**src/rtl/mem_arbiter.sv**
```systemverilog
// Serialises NCORES x {icache, dcache} word requests onto a single-port RAM, one access at a time.
// Define MEM_ARB_PERF_EN to add per-core stall_cnt / grant_cnt performance counters.
module mem_arbiter #(
    parameter int unsigned NCORES = 2,
    parameter int unsigned ADDR_W = 32
) (
    input  logic                       CLK,
    input  logic                       n_rst,
    input  logic [NCORES-1:0]          dREN,
    input  logic [NCORES-1:0]          dWEN,
    input  logic [NCORES*ADDR_W-1:0]   daddr,
    input  logic [NCORES*ADDR_W-1:0]   dstore,
    output logic [NCORES-1:0]          dwait,
    output logic [NCORES*ADDR_W-1:0]   dload,
    input  logic [NCORES-1:0]          iREN,
    input  logic [NCORES*ADDR_W-1:0]   iaddr,
    output logic [NCORES-1:0]          iwait,
    output logic [NCORES*ADDR_W-1:0]   iload,
    output logic                       ramREN,
    output logic                       ramWEN,
    output logic [ADDR_W-1:0]          ramaddr,
    output logic [ADDR_W-1:0]          ramstore,
    input  logic [ADDR_W-1:0]          ramload,
    input  logic                       ramready
`ifdef MEM_ARB_PERF_EN
    ,
    output logic [NCORES*32-1:0]       stall_cnt,
    output logic [NCORES*32-1:0]       grant_cnt
`endif
);

    localparam int unsigned CoreW = (NCORES > 1) ? $clog2(NCORES) : 1;
    typedef logic [CoreW-1:0] core_t;

    typedef enum logic {StIdle, StAccess} state_t;

    state_t state_q, state_d;
    core_t  rr_q, rr_d;
    core_t  gcore_q, gcore_d;
    logic   gis_d_q, gis_d_d;

    logic   found;
    logic   pick_d;
    core_t  pick_core;
    core_t  cand;
    logic   g_req;
    logic   g_wr;

    function automatic core_t core_inc(input core_t c, input int unsigned k);
        int unsigned s;
        s = 32'(c) + k;
        if (s >= NCORES) s = s - NCORES;
        return s[CoreW-1:0];
    endfunction

    // Rotating priority: all dcache requesters first, then icache, both starting at rr_q.
    always_comb begin
        found     = 1'b0;
        pick_d    = 1'b0;
        pick_core = rr_q;
        cand      = '0;
        for (int unsigned k = 0; k < NCORES; k++) begin
            cand = core_inc(rr_q, k);
            if (!found && (dREN[cand] || dWEN[cand])) begin
                found     = 1'b1;
                pick_d    = 1'b1;
                pick_core = cand;
            end
        end
        for (int unsigned k = 0; k < NCORES; k++) begin
            cand = core_inc(rr_q, k);
            if (!found && iREN[cand]) begin
                found     = 1'b1;
                pick_core = cand;
            end
        end
    end

    always_comb begin
        g_req = gis_d_q ? (dREN[gcore_q] | dWEN[gcore_q]) : iREN[gcore_q];
        g_wr  = gis_d_q & dWEN[gcore_q];
    end

    always_comb begin
        state_d  = state_q;
        rr_d     = rr_q;
        gcore_d  = gcore_q;
        gis_d_d  = gis_d_q;
        dwait    = '1;
        iwait    = '1;
        dload    = '0;
        iload    = '0;
        ramREN   = 1'b0;
        ramWEN   = 1'b0;
        ramaddr  = '0;
        ramstore = '0;
        case (state_q)
            StIdle: begin
                if (found) begin
                    state_d = StAccess;
                    gcore_d = pick_core;
                    gis_d_d = pick_d;
                end
            end
            StAccess: begin
                // A withdrawn request abandons the access without a wait pulse.
                if (!g_req) begin
                    state_d = StIdle;
                end else begin
                    ramWEN   = g_wr;
                    ramREN   = ~g_wr;
                    ramaddr  = gis_d_q ? daddr[gcore_q*ADDR_W +: ADDR_W]
                                       : iaddr[gcore_q*ADDR_W +: ADDR_W];
                    ramstore = g_wr ? dstore[gcore_q*ADDR_W +: ADDR_W] : '0;
                    if (ramready) begin
                        state_d = StIdle;
                        if (gis_d_q) begin
                            dwait[gcore_q] = 1'b0;
                            if (!g_wr) dload[gcore_q*ADDR_W +: ADDR_W] = ramload;
                            rr_d = core_inc(gcore_q, 1);
                        end else begin
                            iwait[gcore_q] = 1'b0;
                            iload[gcore_q*ADDR_W +: ADDR_W] = ramload;
                        end
                    end
                end
            end
            default: state_d = StIdle;
        endcase
    end

    always_ff @(posedge CLK or negedge n_rst) begin
        if (!n_rst) begin
            state_q <= StIdle;
            rr_q    <= '0;
            gcore_q <= '0;
            gis_d_q <= 1'b0;
        end else begin
            state_q <= state_d;
            rr_q    <= rr_d;
            gcore_q <= gcore_d;
            gis_d_q <= gis_d_d;
        end
    end

`ifdef MEM_ARB_PERF_EN
    logic [NCORES-1:0] core_stall;
    logic [NCORES-1:0] core_done;

    // A wait output only drops on completion, so it doubles as the grant strobe.
    always_comb begin
        core_stall = ((dREN | dWEN) & dwait) | (iREN & iwait);
        core_done  = ~dwait | ~iwait;
    end

    always_ff @(posedge CLK or negedge n_rst) begin
        if (!n_rst) begin
            stall_cnt <= '0;
            grant_cnt <= '0;
        end else begin
            for (int unsigned c = 0; c < NCORES; c++) begin
                if (core_stall[c] && (stall_cnt[c*32 +: 32] != 32'hFFFF_FFFF))
                    stall_cnt[c*32 +: 32] <= stall_cnt[c*32 +: 32] + 32'd1;
                if (core_done[c])
                    grant_cnt[c*32 +: 32] <= grant_cnt[c*32 +: 32] + 32'd1;
            end
        end
    end
`endif

endmodule

```
**config.mk**
```make
export PLATFORM = sky130hd
export DESIGN_NAME = mem_arbiter
export DESIGN_NICKNAME = d
export VERILOG_FILES = /design/src/rtl/mem_arbiter.sv
export SDC_FILE = /design/constraint.sdc
export NUM_CORES = 1
export LEC_CHECK = 0
export CORE_AREA = 10 10 160 162
export CTS_CLUSTER_SIZE = 28
export DETAILED_ROUTE_END_ITERATION = 6
export DIE_AREA = 0 0 170 172
export HOLD_SLACK_MARGIN = 0.06
export PLACE_DENSITY_LB_ADDON = 0.2
export RECOVER_POWER = 100
export SLEW_MARGIN = 20
export SYNTH_ARGS = -nofsm -noshare
export SYNTH_HDL_FRONTEND = slang
export SYNTH_SLANG_ARGS = --single-unit
```
**constraint.sdc**
```tcl
create_clock -name CLK -period 1.4 [get_ports CLK]
set_input_delay 0.21 -clock CLK [delete_from_list [all_inputs] [get_ports CLK]]
set_output_delay 0.21 -clock CLK [all_outputs]
set_load 0.02 [all_outputs]
```
==> flow_summary.rst, run 1 <==
.. list-table::
   :header-rows: 1

   * - Metric
     - Value
   * - Buffer cell driving the clock tree root
     - sky130_fd_sc_hd__clkbuf_16
   * - Layout-stage area growth over the synthesis result
     - 283.2%
   * - Most frequent cell on the critical path
     - sky130_fd_sc_hd__buf_6
   * - Port Buffers
     - between 400 and 500
   * - Start-to-end type of the worst setup path
     - reg2out
   * - Hold buffers post-CTS
     - 0
   * - Number of vias per cell
     - 4.154
   * - Sort of element at the end of the critical path
     - output pin
   * - Number of nets with antenna violations after routing
     - 0
   * - Cell count after placement
     - 1,049
   * - Clock Path Buffers
     - 2
   * - Post-synthesis register bit count
     - 4
   * - GRT Residual Overflow
     - 0
   * - Crit path buf inv count
     - 4
   * - Worst reg2reg startpoint
     - gcore_q$_DFFE_PN0P_
   * - Logic depth of the worst setup path including buffers
     - 7
   * - Wire length of the first global-routing pass
     - 35,200 µm
   * - Cell taking the most area after synthesis
     - sky130_fd_sc_hd__and2_1
   * - Dominant synthesized flop cell
     - sky130_fd_sc_hd__dfrtp_1
   * - Final hold viol count
     - 0
   * - Synthesis Warnings
     - 0
   * - Overall Power
     - about 15 mW
   * - Die boundary width
     - 170 µm
   * - Number of vias after detailed routing
     - 4,823
   * - Post-route minimum period
     - about 2.2 ns
   * - H-tree levels
     - 1
   * - Count of nets after finishing
     - 1,110
   * - Cell with the most instances after synthesis
     - sky130_fd_sc_hd__and2_1
   * - Switching part of the total
     - between 40 and 50%
   * - Critical path fanouts, max
     - 6
   * - Clock power share
     - 2.9%
   * - Ports
     - roughly 430
   * - CTS clock-pin slew for the worst setup and hold paths
     - 0.03 ns
   * - Post-Layout Cell Count
     - around 1,200
   * - Cells after synthesis
     - 332
   * - FILL cells
     - 1,962
   * - Drt total wl
     - between 20,000 and 30,000 µm
   * - Fin Hold WS
     - 0.2837 ns
   * - Std-Cell Core Area
     - 22,370 µm²
   * - Final setup fails
     - 202
   * - Fraction of layout instances using a drive strength above 1
     - a little over two thirds
   * - Number of buffers created by CTS
     - 3
   * - Relative slew slack
     - between 80 and 90%
   * - Post-DP HPWL
     - approximately 19,000 µm
   * - Startpoint kind of the worst setup timing path
     - register
   * - Cell types occupying the most area after synthesis
     - sky130_fd_sc_hd__and2_1 28%, sky130_fd_sc_hd__mux4_2 25%, sky130_fd_sc_hd__mux2i_1 11%, sky130_fd_sc_hd__nor3b_1 8.4%, sky130_fd_sc_hd__nor2_1 4.6%
   * - Fraction of post-synthesis cell area in the top cell type by area
     - between 20% and 30%
   * - Reported leakage power
     - roughly 4.5 nW
   * - Average size of a mapped cell
     - 8.570 µm²
   * - CTS sink cnt
     - 4
   * - Share of the yosys chip area belonging to registers
     - around 3.5%
   * - Worst-skew pair later-pin latency
     - ~0.22 ns
   * - Run status
     - finished with violations
   * - Number of global-route vias before repair
     - about 5,500
   * - Routed len/inst
     - 21.72 µm
   * - Post-synthesis async set-or-reset flop share
     - between 90% and 100%
   * - Net load switching power
     - between 5 and 6 mW
   * - Clock tree from TritonCTS
     - built
   * - Worst EP required
     - between 1 and 1.5 ns
   * - Pins over their slew limit
     - 0
   * - Share of total power in sequential cells
     - under 10%
   * - DRC viols
     - 0
   * - Power density relative to cell area
     - roughly 1400 nW/µm²
   * - Commonest cells in the netlist
     - 129 x sky130_fd_sc_hd__and2_1, 35 x sky130_fd_sc_hd__nor2_1, 32 x sky130_fd_sc_hd__mux2i_1, 32 x sky130_fd_sc_hd__mux4_2, 32 x sky130_fd_sc_hd__nor3b_1
   * - Net count of the mapped netlist
     - roughly 570
   * - Largest net degree at the start of global routing
     - 34
   * - Class of the tightest hold or removal check
     - in2async
   * - Failing checks
     - negative setup slack
   * - Worst voltage drop across the vdd grid
     - approximately 0.00083 V
   * - Synthesized cell area
     - roughly 2800 µm²
   * - Total track usage
     - 15.68%
   * - Min setup slack post-route
     - -0.7565 ns
   * - Number of distinct library cells after synthesis
     - 34
   * - Chip Height
     - 172 µm
   * - Post-route setup TNS
     - -118.99 ns
   * - FF-to-FF setup slack
     - -0.17 ns
   * - Family with the most delay on the worst path
     - buffers and inverters
   * - Reg2reg path depth
     - 5
   * - Die Area
     - 29,240 µm²
   * - Count of standard-cell rows
     - 55
   * - Arrival time worst endpoint
     - 1.95 ns
   * - Unrepaired setup endpoints after global routing
     - true
   * - Largest stage delay on the critical path
     - approximately 0.43 ns
   * - Actual slew at the worst max-slew pin
     - 0.2851 ns
   * - Comb power frac
     - a little over nine tenths
   * - Number of DRC markers after the initial detailed-route iteration
     - around 130
   * - Start point of the critical path
     - gis_d_q$_DFFE_PN0P_
   * - Share of the cycle needed by the critical path after routing
     - 154.0%
   * - FMAX
     - between 400 and 500 MHz
   * - Cell internal pwr
     - a little under 9 mW
   * - Critical path, cell by cell
     - buf_6, nor4b_4, a31o_4, buf_12, buf_16, or3b_4, buf_6
   * - Length of the first detailed-routing pass in iterations
     - 4
   * - Routability cong.
     - approximately 0.83
   * - Number of enable flip-flop cells after synthesis
     - 0
   * - Cell with the largest stage delay on the worst path
     - sky130_fd_sc_hd__dfrtp_2
   * - Number of max-capacitance violations reported
     - 0
   * - Initial antenna violation count
     - 2
   * - Effective utilization at floorplan
     - between 10 and 15%
   * - Clock skew
     - roughly 0.0018 ns
-- logic make-up after synthesis --
family	synth area share [%]
flip-flops	3.518
buffers and inverters	9.191
multiplexers	37.77
AO/OA/AOI/OAI	3.211
AND/OR/NAND/NOR	46.31
-- registers in the layout, indices dropped and copies added (netlist names) --
| signal | cells |
|---|---|
| gis_d_q | 1 |
| rr_q | 1 |
| state_q | 1 |
| gcore_q | 1 |
-- power by group through the flow --
| stage | registers [mW] | clock network, mW | logic [mW] |
|---|---|---|---|
| after floorplan | 0.226 | 0 | 7.76 |
| after global placement | 0.360 | 0 | 11.0 |
| after detailed placement | 0.360 | 0 | 11.1 |
| after CTS | 0.308 | 0.440 | 13.9 |
| after global routing | 0.324 | 0.456 | 14.7 |
| final | 0.310 | 0.434 | 14.0 |
-- final cells by class --
cell class / instances / area [µm²] / area share, %
antenna: 1 / 2.502 / 0.02295
clock buffer: 3 / 75.07 / 0.6885
inverter: 4 / 20.02 / 0.1836
multi-input combinational: 288 / 3829 / 35.11
sequential: 4 / 105.1 / 0.9639
tap: 285 / 356.6 / 3.270
timing repair buffer: 576 / 6516 / 59.76
-- cell usage in the layout, fill, tap and decap left out, types with 3 or more instances in the layout --
cell type and count:
sky130_fd_sc_hd__bufbuf_16 3, sky130_fd_sc_hd__clkbuf_16 5, sky130_fd_sc_hd__clkdlybuf4s15_2 20, sky130_fd_sc_hd__mux2i_4 29, sky130_fd_sc_hd__nor4b_4 3, sky130_fd_sc_hd__buf_8 9, sky130_fd_sc_hd__clkdlybuf4s50_1 229, sky130_fd_sc_hd__buf_2 3
sky130_fd_sc_hd__buf_6 216, sky130_fd_sc_hd__buf_12 29, sky130_fd_sc_hd__nor3b_4 30, sky130_fd_sc_hd__mux2i_1 3, sky130_fd_sc_hd__clkbuf_2 6, sky130_fd_sc_hd__buf_4 42, sky130_fd_sc_hd__nor2_4 29, sky130_fd_sc_hd__nor2_1 6
sky130_fd_sc_hd__and2_4 128, sky130_fd_sc_hd__buf_16 10, sky130_fd_sc_hd__clkdlybuf4s15_1 4, sky130_fd_sc_hd__mux4_2 32
-- metrics by stage --
step	cell area [µm²]	setup WS, ns	utilization (%)
2_1_floorplan	4372	-0.2018	-
3_3_place_gp	9041	-1.087	40.43
3_5_place_dp	9041	-1.081	40.43
4_1_cts	10470	-0.7704	46.83
5_1_grt	10900	-0.8004	48.74
6_report	10900	-0.7565	48.76
-- worst reg2reg max path, stage by stage, from the launching register on --
cell and delay, ns:
sky130_fd_sc_hd__dfrtp_4 0.54, sky130_fd_sc_hd__mux2_4 0.33, sky130_fd_sc_hd__o21ai_4 0.17, sky130_fd_sc_hd__buf_6 0.15, sky130_fd_sc_hd__buf_16 0.16, sky130_fd_sc_hd__o32ai_1 0.10
-- routing by layer --
layer,track usage [%],wire (µm),up-vias
met4,1.182,263,0
met1,16.57,9072,2330
met2,30.69,13910,211
met5,0,0,-
met3,4.948,1969,14
li1,-,-,2268
-- timing repair --
action                                  4_1_cts  5_1_grt
gates cloned                                 16        3
buffers inserted                             80       19
resized for setup                          1052      141
pin swaps                                    11       19
endpoints found under the setup margin      202      202
-- worst paths after layout --
check                                            to
worst max-delay path                       dwait[1]
max in group asynchronous       gcore_q$_DFFE_PN0P_
worst min register to register     rr_q$_DFFE_PN0P_
worst max register to register    state_q$_DFF_PN0_
worst min-delay path              state_q$_DFF_PN0_
min in group CLK                  state_q$_DFF_PN0_
Power figures use the tool's default switching activity.
==> run 2, diff against run 1 <==
CAP_MARGIN = 40   (was unset)
TNS_END_PERCENT = 100   (was unset)
==> results of run 2 <==
No change in the layout: final DEF, timing and power equal those of run 1.
